<file path="src/rtl/keypad_entry.sv">
// keypad_entry: debounces key reports from an upstream keypad scanner and
// assembles the accepted digit keys into a BCD entry, which is handed to a
// consumer through a valid/ready register.
//
// Ports:
//   clk          system clock, rising edge
//   rst          asynchronous, active-high reset
//   key_valid    scanner reports a key down
//   key_code     scanner code (0-9 digits, A-D letters, E '*', F '#')
//   key_event    one-cycle pulse per accepted debounced press
//   key_value    code of the last accepted press
//   entry_bcd    digits being typed, newest digit in [3:0]
//   digit_count  number of valid digits in entry_bcd
//   out_valid    completed entry presented on out_bcd/out_count
//   out_ready    consumer accepts the completed entry
//   out_bcd      completed entry, same format as entry_bcd
//   out_count    digit count of the completed entry
module keypad_entry #(
  parameter int DEBOUNCE_CYCLES = 16,
  parameter int MAX_DIGITS      = 8
) (
  input  logic        clk,
  input  logic        rst,
  input  logic        key_valid,
  input  logic [3:0]  key_code,
  output logic        key_event,
  output logic [3:0]  key_value,
  output logic [31:0] entry_bcd,
  output logic [3:0]  digit_count,
  output logic        out_valid,
  input  logic        out_ready,
  output logic [31:0] out_bcd,
  output logic [3:0]  out_count
);

  localparam logic [1:0] WAIT_PRESS   = 2'd0;
  localparam logic [1:0] DB_PRESS     = 2'd1;
  localparam logic [1:0] WAIT_RELEASE = 2'd2;
  localparam logic [1:0] DB_RELEASE   = 2'd3;

  localparam logic [7:0]  DB_LAST    = 8'(DEBOUNCE_CYCLES);
  localparam logic [3:0]  MAX_CNT    = 4'(MAX_DIGITS);
  // Keeps shifted-in digits from growing past MAX_DIGITS nibbles.
  localparam logic [31:0] ENTRY_MASK = 32'hFFFF_FFFF >> (32 - 4 * MAX_DIGITS);

  logic [1:0]  state, state_n;
  logic [7:0]  cnt, cnt_n;
  logic [3:0]  cap_code;
  logic        accept;
  logic [31:0] entry_n, out_bcd_n;
  logic [3:0]  count_n, out_count_n;
  logic        out_valid_n;

  function automatic logic [7:0] sat_inc(input logic [7:0] c);
    return (c == 8'hFF) ? c : c + 8'd1;
  endfunction

  // Debounce FSM: accept fires on the edge that takes the final matching sample.
  always_comb begin
    state_n = state;
    cnt_n   = cnt;
    accept  = 1'b0;
    case (state)
      WAIT_PRESS: begin
        if (key_valid) begin
          state_n = DB_PRESS;
          cnt_n   = 8'd1;
        end
      end
      DB_PRESS: begin
        if (key_valid && key_code == cap_code) begin
          if (sat_inc(cnt) >= DB_LAST) begin
            accept  = 1'b1;
            state_n = WAIT_RELEASE;
            cnt_n   = 8'd0;
          end else begin
            cnt_n = sat_inc(cnt);
          end
        end else begin
          state_n = WAIT_PRESS;
          cnt_n   = 8'd0;
        end
      end
      WAIT_RELEASE: begin
        if (!key_valid) begin
          state_n = DB_RELEASE;
          cnt_n   = 8'd1;
        end
      end
      DB_RELEASE: begin
        if (!key_valid) begin
          if (sat_inc(cnt) >= DB_LAST) begin
            state_n = WAIT_PRESS;
            cnt_n   = 8'd0;
          end else begin
            cnt_n = sat_inc(cnt);
          end
        end else begin
          state_n = WAIT_RELEASE;
          cnt_n   = 8'd0;
        end
      end
      default: begin
        state_n = WAIT_PRESS;
        cnt_n   = 8'd0;
      end
    endcase
  end

  // Key actions; the entry is frozen while a completed entry awaits the consumer.
  always_comb begin
    entry_n     = entry_bcd;
    count_n     = digit_count;
    out_valid_n = out_valid;
    out_bcd_n   = out_bcd;
    out_count_n = out_count;
    if (out_valid) begin
      if (out_ready) out_valid_n = 1'b0;
    end else if (accept) begin
      if (cap_code <= 4'h9) begin
        if (digit_count < MAX_CNT) begin
          entry_n = {entry_bcd[27:0], cap_code} & ENTRY_MASK;
          count_n = digit_count + 4'd1;
        end
      end else if (cap_code == 4'hE) begin
        if (digit_count != 4'd0) begin
          entry_n = entry_bcd >> 4;
          count_n = digit_count - 4'd1;
        end
      end else if (cap_code == 4'hC) begin
        entry_n = 32'd0;
        count_n = 4'd0;
      end else if (cap_code == 4'hF) begin
        if (digit_count != 4'd0) begin
          out_bcd_n   = entry_bcd;
          out_count_n = digit_count;
          out_valid_n = 1'b1;
          entry_n     = 32'd0;
          count_n     = 4'd0;
        end
      end
    end
  end

  always_ff @(posedge clk or posedge rst) begin
    if (rst) begin
      state       <= WAIT_PRESS;
      cnt         <= 8'd0;
      cap_code    <= 4'd0;
      key_event   <= 1'b0;
      key_value   <= 4'd0;
      entry_bcd   <= 32'd0;
      digit_count <= 4'd0;
      out_valid   <= 1'b0;
      out_bcd     <= 32'd0;
      out_count   <= 4'd0;
    end else begin
      state       <= state_n;
      cnt         <= cnt_n;
      if (state == WAIT_PRESS && key_valid) cap_code <= key_code;
      key_event   <= accept;
      if (accept) key_value <= cap_code;
      entry_bcd   <= entry_n;
      digit_count <= count_n;
      out_valid   <= out_valid_n;
      out_bcd     <= out_bcd_n;
      out_count   <= out_count_n;
    end
  end

endmodule
</file>
<file path="config.mk">
export PLATFORM = sky130hd
export DESIGN_NAME = keypad_entry
export DESIGN_NICKNAME = d
export VERILOG_FILES = /design/src/rtl/keypad_entry.sv
export SDC_FILE = /design/constraint.sdc
export NUM_CORES = 1
export LEC_CHECK = 0
export ABC_AREA = 1
export BUFFER_PORTS_ARGS = -buffer_cell sky130_fd_sc_hd__buf_2
export CAP_MARGIN = 20
export CORE_ASPECT_RATIO = 2
export CORE_MARGIN = 2
export CORE_UTILIZATION = 40
export DETAILED_ROUTE_END_ITERATION = 8
export PLACE_DENSITY = 0.7
export SLEW_MARGIN = 20
export SYNTH_ARGS = -nofsm -noshare
export SYNTH_HDL_FRONTEND = slang
export SYNTH_SLANG_ARGS = --single-unit
</file>
<file path="constraint.sdc">
create_clock -name clk -period 4.65 [get_ports clk]
set_input_delay 0 -clock clk [delete_from_list [all_inputs] [get_ports clk]]
set_output_delay 0 -clock clk [all_outputs]
set_load 0.02 [all_outputs]
</file>
# After elaboration in Yosys (flattened, before gate mapping)

Index checks and enable logic that the tools add are counted.

Logic and storage cells: 83
Bits of input ports: 8
Output and inout port bits: 78
Bits in registers: 92

Bitwise operators: 4
Reduce and logical (&&, ||, !) cells: 10
Equality and inequality tests: 14
Multiplexer cells: 39
$add $sub $neg: 3
$lt $le $gt $ge: 3

Operator list:

| kind                | number |
|---|---|
| $mux 32             | 7 |
| $mux 8              | 6 |
| $pmux 8 s4          | 1 |
| $mux 4              | 7 |
| $eq 4x4->1 const B  | 3 |
| $mux 2              | 6 |
| $mux 1              | 11 |
| $add 8x1->8 const B | 1 |
| $eq 8x8->1 const B  | 1 |
| $ge 8x5->1 const B  | 1 |
| $pmux 2 s4          | 1 |
| $reduce_bool 4->1   | 2 |
| $reduce_and 7->1    | 1 |
| $ne 3x3->1 const B  | 2 |
| $reduce_and 6->1    | 1 |
| $add 4x1->4 const B | 1 |
| $eq 2x2->1 const B  | 2 |
| $eq 4x4->1          | 1 |
| $le 4x4->1 const B  | 1 |
| $lt 4x4->1 const B  | 1 |
| $ne 2x2->1 const B  | 2 |
| $not 1->1           | 4 |
| $reduce_and 4->1    | 1 |
| $sub 4x1->4 const B | 1 |
| 7 further kinds     | 8 |

# Depth between registers and ports, before layout

Gate-level depths: netlist (run 1).

Depth after elaboration: 8
Gate-level depth with buffers: 13
Depth with buffers taken out: 12

# Worst setup path after synthesis (run 1)

Ideal clock, no wire load.

Path kind: register to register
From: register digit_count[0]
To: register entry_bcd[10]
Arrival time: 1.659 ns
Path buffers: 1
Data required time: 4.537 ns
Period minus slack after synthesis: 1.772 ns
Cell stages (with the launch flop): 13
Setup time: 0.113 ns
Setup slack: 2.878 ns
Path through: dfrtp_1 -> inv_1 -> ha_1 -> nand2_1 -> nor2_1 -> nand2_1 -> nor2_1 -> nor2_4 -> nand3_4 -> buf_2 -> nand2_1 -> nand2_1 -> inv_1

Word-level cells in the longest chain between the ends: 3
Elaborated cells between the ends (all ways): 6
Those cells by class: order compare: 1; eq/ne: 2; reduce/logical: 3

Ends and longest elaborated chain:

| item                                            | RTL line      | RTL |
|---|---|---|
| start: declaration                              | 29            | `output logic [3:0] digit_count,` |
| start signal: assignment                        | 164           | `digit_count <= count_n;` |
| $lt 4x4->1 or $reduce_bool 4->1 (tied branches) | 121, 126, 134 |  |
| $ne 2x1->1 (no line) (tied with other cells)    | --            |  |
| $reduce_and 6->1 (no line) *                    | --            |  |
| end signal: assignment                          | 163           | `entry_bcd <= entry_n;` |
| end: declaration                                | 28            | `output logic [31:0] entry_bcd,` |

Every way passes the cells marked *; elsewhere a longest branch is shown, timed or not.
A chain may end at the register's enable or synchronous reset.

# Worst setup path in the final report (run 1)

From: register cnt[0]
To: register out_bcd[29]

Word-level cells in the longest chain between the ends: 7
Elaborated cells between the ends (all ways): 8
Those cells by class: add/sub: 1; order compare: 1; eq/ne: 1; mux: 4; reduce/logical: 1

Ends and longest elaborated chain:

| item                                      | RTL line | RTL |
|---|---|---|
| start: declaration                        | 47       | `logic [7:0] cnt, cnt_n;` |
| start signal: assignment                  | 159      | `cnt <= cnt_n;` |
| $add 8x1->8 or $eq 8x8->1 (tied branches) | 55       | `return (c == 8'hFF) ? c : c + 8'd1;` |
| $mux 8 *                                  | --       |  |
| $ge 8x5->1 *                              | 72       | `if (sat_inc(cnt) >= DB_LAST) begin` |
| $mux 1 *                                  | 72       |  |
| $mux 1 *                                  | 71       | `if (key_valid && key_code == cap_code) begin` |
| $mux 1 *                                  | 63       | `case (state)` |
| $reduce_and 7->1 (no line) *              | --       |  |
| end signal: assignment                    | 166      | `out_bcd <= out_bcd_n;` |
| end: declaration                          | 32       | `output logic [31:0] out_bcd,` |

Marked as above.

==> results of run 1 <==
==> logic make-up after synthesis <==
logic type / count (synthesis)
AO/OA/AOI/OAI: 96
XOR/XNOR: 4
adder cells (fa/ha/maj): 4
buffers and inverters: 142
flip-flops: 92
AND/OR/NAND/NOR: 235
==> layer usage <==
metal	vias to the layer above	wire, um	track usage (%)	share of wire, %
met3	31	524	3.65	4.5
met4	0	481	12.0	4.1
met2	122	6510	35.1	55
met1	1955	4230	20.6	36
li1	1968	-	-	-
met5	-	0	0	0
==> metrics by stage <==
stage	total power, W	setup slack (ns)	hold WS (ns)	cell area [um^2]
finish	0.00229	1.68	0.0947	5530
global route	0.00243	1.36	0.131	5530
CTS	0.00229	1.69	0.0889	5530
detailed placement	0.00155	1.70	0.119	5170
global placement	0.00152	1.84	0.103	5170
floorplan	0.00144	2.26	0.0964	4750
==> registers in the layout (all words and copies together) (netlist names) <==
register	flops
key_event	1
state	2
key_value	4
cnt	8
cap_code	4
entry_bcd	32
out_valid	1
digit_count	4
out_bcd	32
out_count	4
==> power by group through the flow <==
stage / registers (W) / logic, W / clock network, W
4_1_cts: 0.000884 / 0.000657 / 0.000751
3_5_place_dp: 0.000899 / 0.000649 / 0
2_1_floorplan: 0.000879 / 0.000564 / 0
5_1_grt: 0.000891 / 0.000748 / 0.000790
6_report: 0.000885 / 0.000664 / 0.000738
3_3_place_gp: 0.000895 / 0.000629 / 0
==> layout by cell type, fill, tap and decap left out, types with 6 or more instances in the layout <==
cell	instances
nand2_1	154
inv_1	112
dfrtp_1	92
buf_2	85
o21ai_2	37
nand4_1	31
o22ai_1	30
nor2_1	24
o21ai_0	14
nand3_1	9
clkbuf_16	9
a21oi_1	7
o21ai_1	7
dlygate4sd3_1	6
==> path summary, 6_finish.rpt <==
kind                              from     endpoint  slack (ns)  depth (start not counted)
setup reg to reg                cnt[0]  out_bcd[29]        1.68                         10
hold / removal               key_valid     state[1]        0.09                          5
hold reg to reg            out_bcd[14]  out_bcd[14]        0.49                          2
setup / recovery                cnt[0]  out_bcd[29]        1.68                         10
max in group asynchronous          rst  out_bcd[14]        3.21                          4
min in group asynchronous          rst   out_bcd[1]        0.29                          3
==> critical path, stage by stage, from the launching register on <==
cell	delay, ns
dfrtp_1	0.42
ha_1	0.22
nand2_1	0.08
inv_1	0.09
nand3_1	0.09
nand2_1	0.08
inv_1	0.04
nand3_2	0.46
nand3_4	0.88
nand2_1	0.32
o21ai_2	0.08
==> layout make-up <==
| cell class | instances | area, um^2 | share of cell area, % |
|---|---|---|---|
| multi-input combinational | 339 | 1810 | 32.7 |
| sequential | 92 | 2300 | 41.6 |
| tap | 145 | 181 | 3.28 |
| clock buffer | 10 | 239 | 4.32 |
| timing repair buffer | 93 | 500 | 9.05 |
| inverter | 116 | 437 | 7.90 |
| clock inverter | 6 | 62.6 | 1.13 |
==> metrics.cfg, run 1 <==
[outcome]
outcome=complete, no violations

[clocking]
cts_tree=built
clock_sinks=92
cts.reportedPaths.clkPinSlew_ns=0.07
clk_path_buf_depth=2
numCtsBuffers=9
clk_latency_ns=0.34
ctsResizeCount=0
holdBufCountCts=6
postCtsSetupRepairBufs=0
htreeDepth=3
cts.root.buffer_cell=clkbuf_16

[setup_path]
critPathArrivalTime_ns=3.16
worstSetupPathType=reg2reg
timing.critical_path.to_type=flop
cp.required_ns=4.85
cp-start-kind=flop
critPathMaxFanout=73

[routing]
drcViolationCount=0
drt_pass1_iterations=4
drt_wl_total_um=11700
routed-via-count=4076
avgRoutedWirePerCell_um=14.7
first_iter_violations=514
route.antenna.remaining_nets=0
avgViaCountPerCell=5.09

[synthesis]
compound_gate_fraction_of_synth_area_pct=13.9
synthDominantCellAreaShare_pct=48.5
synth.yosys.warnings=0
yosysSeqAreaShare_pct=48.5
synth_common_cells=nand2_1, inv_1, dfrtp_1
dominantRegCellSynth=dfrtp_1
yosys.area_share.xor_xnor_pct=0.738
synth_cells=573
synth_most_common_cell=nand2_1
post_synth_fa_ha_maj_area_fraction_pct=1.05
library_cell_occupying_the_most_area_in_the_post_synthesis_netlist=dfrtp_1
synth_simple_gate_area_share_pct=22.3
synthesized_area_um2=4750
fraction_of_synthesized_area_in_multiplexers_pct=0
main_combinational_cell_family_by_area_after_synthesis=simple AND/OR/NAND/NOR gates
synth_seq_cells=92
ys_types=29
postSynth.asyncResetShare_pct=100
syn_avg_cell_area_um2=8.29
postSynthNetCount=585
synth.area.top_cells=dfrtp_1, nand2_1, inv_1
synth_edf_count=0

[timing]
worst_slew_pin_slew_ns=1.01
fin_crit_sh_pct=63.8
setup_repair_after_global_routing_missed_its_margin=no
timing.slew.headroom_pct=32.5
finalMaxSlewViolations=0
fmax_ghz=0.337
setup-tns-final_ns=0
finalClockSkew_ns=0.00721
finalSetupViolCount=0
report.final.hold_viol_count=0
finalWorstPathRequiredPeriod_ns=2.97

[pwr]
power_frac_seq_pct=38.7
ir_worst_vdd_mv=0.295
power.density_nw_per_um2=413
combinationalPowerShare_pct=29.0
p_int_w=0.00146
swShare_pct=36.0
switching_power_w=0.000822
power.static_leakage_nw=2.99
clock_power_share_pct=32.3

[die]
start_util_pct=40.8
dieArea_um2=12800
die_w_um=81.0
io_pins=86
die_height_um=158
core.rowCount=56
core_um2=11600

[placement]
placed_cells_incl_taps=779
port_buffers=85
hpwlAfterDp_um=8530
gp_congestion=0.831

[min_path]
timing.hold.worst.class=in2reg

[finish]
n_antenna_cell=0
flow.area_growth_from_synthesis_pct=16.5
utilization_pct=47.5
final_net_count=663
finish.cell_count_without_fillers=801
num-fill-cells=1172
drive_gt1_share_pct=23.9

[global_routing]
groute.usage.overall_pct=19.6
grt_start_max_net_pins=74
globalRoute.totalOverflow=0
grt_antenna_before_repair=0
first_global_vias=4002
grt_first_pass_wirelength_um=19200

[job]
max_cap_violation_count=0

Power figures use the tool's default switching activity.
==> run 2: changes to the inputs <==
clock period = 2.8 ns   (was 4.65 ns; I/O delays follow)
==> metrics.cfg, run 2 (same netlist as run 1, synthesis figures left out) <==
[die]
io_pins=86
start_util_pct=40.8
die_w_um=81.0
dieArea_um2=12800
core.rowCount=56
die_height_um=158
core_um2=11600

[timing]
fmax_ghz=0.452
worst_slew_pin_slew_ns=0.919
finalSetupViolCount=0
timing.slew.headroom_pct=38.6
setup_repair_after_global_routing_missed_its_margin=no
report.final.hold_viol_count=0
setup-tns-final_ns=0
finalWorstPathRequiredPeriod_ns=2.21
finalClockSkew_ns=0.00980
fin_crit_sh_pct=79.1
min_setup_slack_post_route_ns=0.586
finalMaxSlewViolations=0

[setup_path]
cp.required_ns=3.01
critPathArrivalTime_ns=2.42
critPathMaxFanout=42
timing.critical_path.from=cap_code[1]
reg2reg_setup_slack_ns=0.59
worstSetupPathType=reg2reg
cp-start-kind=flop
worstReg2RegStart=cap_code[1]
timing.critical_path.to_type=flop

[clocking]
numCtsBuffers=9
cts.reportedPaths.clkPinSlew_ns=0.06
cts_tree=built
htreeDepth=3
clock_sinks=92
ctsResizeCount=0
cts.root.buffer_cell=clkbuf_16
clk_path_buf_depth=2
clk_latency_ns=0.35

[finish]
layout_common_cells=nand2_1, inv_1, dfrtp_1, buf_2, o21ai_2
utilization_pct=48.5
num-fill-cells=1146
finish.cell_count_without_fillers=806
n_antenna_cell=0
postLayoutCellArea_um2=5640
drive_gt1_share_pct=24.5
most_common_cell_after_layout_fill_and_taps_aside=nand2_1
final_net_count=668
flow.area_growth_from_synthesis_pct=18.7
reg_top3=entry_bcd (32), out_bcd (32), cnt (8)

[routing]
avgRoutedWirePerCell_um=15.0
drcViolationCount=0
drt_pass1_iterations=5
route.antenna.remaining_nets=0
routed-via-count=4069
avgViaCountPerCell=5.05
first_iter_violations=431
drt_wl_total_um=12100

[placement]
port_buffers=85
place_area_um2=5230
gp_congestion=0.869
placed_cells_incl_taps=784
detailedPlace.worstSlack_ns=0.667
hpwlAfterDp_um=8880

[global_routing]
first_global_vias=3982
grt_antenna_before_repair=0
grt_start_max_net_pins=53
groute.usage.overall_pct=19.5
globalRoute.totalOverflow=0
grt_first_pass_wirelength_um=19200

[pwr]
power.density_nw_per_um2=711
p_int_w=0.00261
power_frac_seq_pct=36.7
switching_power_w=0.00139
power.static_leakage_nw=3.04
combinationalPowerShare_pct=28.3
ir_worst_vdd_mv=0.497
swShare_pct=34.8
clock_power_share_pct=35.0

[outcome]
outcome=complete, no violations

[min_path]
timing.hold.worst.class=in2reg
worst_min_delay_path_startpoint=key_valid

[job]
max_cap_violation_count=0

-- run 2: stage by stage --
stage / power (W) / hold WS (ns)
global placement: 0.00255 / 0.213
floorplan: 0.00240 / 0.0964
global route: 0.00422 / 0.107
detailed placement: 0.00259 / 0.200
finish: 0.00401 / 0.0617
CTS: 0.00400 / 0.0630
-- run 2: worst paths after layout --
kind	cells past startpoint	endpoint
setup / recovery	8	entry_bcd[1]
hold / removal	5	state[1]
setup reg to reg	8	entry_bcd[1]
hold reg to reg	2	out_bcd[12]
max in group asynchronous	4	entry_bcd[20]
min in group asynchronous	3	key_value[1]
-- run 2: cell type report --
type,instances,area [um^2],share of cell area [%]
multi-input combinational,339,1810,32.1
inverter,116,437,7.75
tap,145,181,3.22
clock buffer,9,225,3.99
clock inverter,7,121,2.15
sequential,92,2300,40.8
timing repair buffer,98,563,9.99
-- run 2: power by group through the flow --
stage | logic [W] | clock network, W | registers (W)
after floorplan | 0.000937 | 0 | 0.00146
after global placement | 0.00106 | 0 | 0.00148
after detailed placement | 0.00110 | 0 | 0.00149
after CTS | 0.00111 | 0.00142 | 0.00147
after global routing | 0.00127 | 0.00147 | 0.00148
final | 0.00113 | 0.00140 | 0.00147
-- run 2: metal layers --
layer,track usage [%],up-vias,wire length (um)
met5,0,-,0
met3,3.25,30,578
met2,36.3,135,6790
met1,20.6,1932,4300
li1,-,1972,-
met4,9.36,0,394
-- run 2: timing repair --
item                      CTS  global route
buffers inserted            0             0
hold endpoints to repair   56             0
hold buffers                6             0
-- run 2: critical path, stage by stage (launching register included) --
cell     delay (ns)
dfrtp_1        0.49
xor2_1         0.19
nor2_2         0.13
nand2_2        0.10
nor2_8         0.11
buf_4          0.33
nand3_4        0.44
nand2_1        0.18
o21ai_1        0.09
==> run 3: changes to the inputs <==
ABC_AREA = 0   (was 1)
PLACE_DENSITY = 0.71   (was 0.7)
clock period = 2.1 ns   (was 2.8 ns; I/O delays follow)
==> metrics.cfg, run 3 <==
[synthesis]
syn_avg_cell_area_um2=11.3
ys_types=43
synth_edf_count=0
synth_most_common_cell=dfrtp_1
synth_seq_cells=92
yosysSeqAreaShare_pct=56.9
synthesized_area_um2=4050
synth.area.top_cells=dfrtp_1, mux2_1, o21ai_0
postSynthNetCount=371
dominantRegCellSynth=dfrtp_1
postSynth.asyncResetShare_pct=100
synth.yosys.warnings=0
library_cell_occupying_the_most_area_in_the_post_synthesis_netlist=dfrtp_1
synthDominantCellAreaShare_pct=56.9
synth_cells=359
synth_common_cells=dfrtp_1, nand2_1, o21ai_0

[timing]
report.final.hold_viol_count=0
finalSetupViolCount=1
worst_slew_pin_slew_ns=0.918
min_setup_slack_post_route_ns=-0.00703
timing.slew.headroom_pct=38.4
finalMaxSlewViolations=0
fmax_ghz=0.475
setup-tns-final_ns=-0.00703
fin_crit_sh_pct=100
finalClockSkew_ns=0.00631
setup_repair_after_global_routing_missed_its_margin=yes
finalWorstPathRequiredPeriod_ns=2.11

[die]
dieArea_um2=11000
core.rowCount=52
die_w_um=75.1
die_height_um=146
io_pins=86
start_util_pct=40.4
core_um2=10000

[routing]
routed-via-count=3263
drcViolationCount=0
avgViaCountPerCell=5.39
avgRoutedWirePerCell_um=17.4
route.antenna.remaining_nets=0
drt_pass1_iterations=5
drt_wl_total_um=10500
first_iter_violations=182

[pwr]
power.static_leakage_nw=2.65
power.density_nw_per_um2=866
p_total_w=0.00457
ir_worst_vdd_mv=0.497

[global_routing]
first_global_vias=3263
groute.usage.overall_pct=20.1
globalRoute.totalOverflow=0
grt_first_pass_wirelength_um=16800
grt_start_max_net_pins=43
grt_antenna_before_repair=0

[placement]
gp_congestion=0.765
place_area_um2=4740
placed_cells_incl_taps=577
port_buffers=85
hpwlAfterDp_um=7290

[setup_path]
path_cells=ha_2, and2_4, a31o_4, a21oi_2, and4b_4, buf_8, mux2_2
timing.critical_path.to_type=flop
critical_path.slowest_cell=dfrtp_1
worstReg2RegEnd=out_bcd[26]
reg2reg_setup_slack_ns=-0.007
critPathBufInv=1
crit_path_max_incr_delay_ns=0.38
critPathArrivalTime_ns=2.33
worstSetupPathType=reg2reg
cp-start-kind=flop
critical-path-top-delay-family=simple AND/OR/NAND/NOR gates
critPathMaxFanout=11
reg2regPathDepth=7
worstReg2RegStart=cnt[0]
cp.required_ns=2.32

[outcome]
outcome=complete, but fails checks
violated_checks=negative setup slack

[finish]
utilization_pct=52.7
final_net_count=477
reg_top3=entry_bcd (32), out_bcd (32), cnt (8)
postLayoutCellArea_um2=5280
num-fill-cells=911
n_antenna_cell=0
drive_gt1_share_pct=33.2
layout_common_cells=dfrtp_1, buf_2, nand2_1, o21ai_0, a22oi_1
most_common_cell_after_layout_fill_and_taps_aside=dfrtp_1
flow.area_growth_from_synthesis_pct=30.3
finish.cell_count_without_fillers=605

[clocking]
cts.reportedPaths.clkPinSlew_ns=0.06
cts_tree=built
clk_path_buf_depth=2
clk_latency_ns=0.34
numCtsBuffers=9
cts.root.buffer_cell=clkbuf_16
htreeDepth=3
clock_sinks=92

[job]
max_cap_violation_count=0

[min_path]
timing.hold.worst.class=in2async

run 3: changes by cell type after synthesis, sizes merged, moves of 12 or more:
cell,previous run,this run
inv,116,5
nand2,158,53
mux2,0,44
o22ai,30,1
nand4,31,3
nor2,28,2
a22oi,1,26
buf,24,10
clkbuf,2,14
run 3: kinds of logic (layout without fill, tap and decap cells):
kind of cell,after synthesis,after routing,share of synthesized area [%]
XOR/XNOR,4,4,0.865
adder cells (fa/ha/maj),4,4,1.24
AND/OR/NAND/NOR,88,88,10.4
buffers and inverters,29,140,3.55
AO/OA/AOI/OAI,98,98,14.8
flip-flops,92,92,56.9
multiplexers,44,44,12.2
run 3: worst max path at each step:
stage	from	end	slack, ns	cells past startpoint
2_1_floorplan	digit_count[0]	entry_bcd[26]	0.0007	8
3_3_place_gp	cnt[0]	out_bcd[13]	0.05	7
3_5_place_dp	cap_code[3]	out_bcd[0]	-0.05	6
4_1_cts	cnt[0]	out_bcd[16]	-0.04	7
5_1_grt	cnt[0]	out_bcd[12]	-0.04	7
6_report	cnt[0]	out_bcd[26]	-0.007	7
run 3: final cells by class:
type                       count  area (um^2)  share of cell area, %
clock buffer                  12          236                   4.48
clock inverter                 4         97.6                   1.85
inverter                       5         22.5                  0.427
multi-input combinational    238         1670                   31.6
sequential                    92         2300                   43.6
tap                          135          169                   3.20
timing repair buffer         119          785                   14.9
run 3: stage by stage:
step | setup WS (ns) | hold slack [ns]
6_report | -0.00703 | 0.314
4_1_cts | -0.0352 | 0.337
3_5_place_dp | -0.0486 | 0.152
5_1_grt | -0.0388 | 0.407
3_3_place_gp | 0.0484 | 0.134
2_1_floorplan | 0.000725 | 0.152
run 3: worst reg2reg max path, delay by kind of cell (launching register included):
| kind | cells | cell delay (ns) |
|---|---|---|
| AND/OR/NAND/NOR | 2 | 0.50 |
| flip-flops | 1 | 0.38 |
| adder cells (fa/ha/maj) | 1 | 0.21 |
| multiplexers | 1 | 0.35 |
| buffers and inverters | 1 | 0.17 |
| AO/OA/AOI/OAI | 2 | 0.37 |
run 3: per-layer routing:
metal  global-route usage, %  part of all wire (%)  routed length, um  up-vias
met4                    10.7                   3.3                344        0
met1                    23.6                    36               3830     1625
li1                        -                     -                  -     1504
met5                       0                     0                  0        -
met2                    33.6                    56               5930      110
met3                    3.80                   4.1                434       24
run 3: power by group:
| part | internal, W | total (W) | leakage (nW) | switching, W |
|---|---|---|---|---|
| combinational | 0.000344 | 0.000870 | 1.22 | 0.000526 |
| sequential | 0.00183 | 0.00189 | 1.27 | 0.0000603 |
| clock | 0.00116 | 0.00181 | 0.157 | 0.000644 |
run 3: timing repair:
item,4_1_cts,5_1_grt
hold endpoints to repair,36,0
pin swaps,0,1
cloned,0,1
hold buffers,7,0
gates resized for setup,2,17
setup endpoints to repair,36,76
setup buffers,0,4
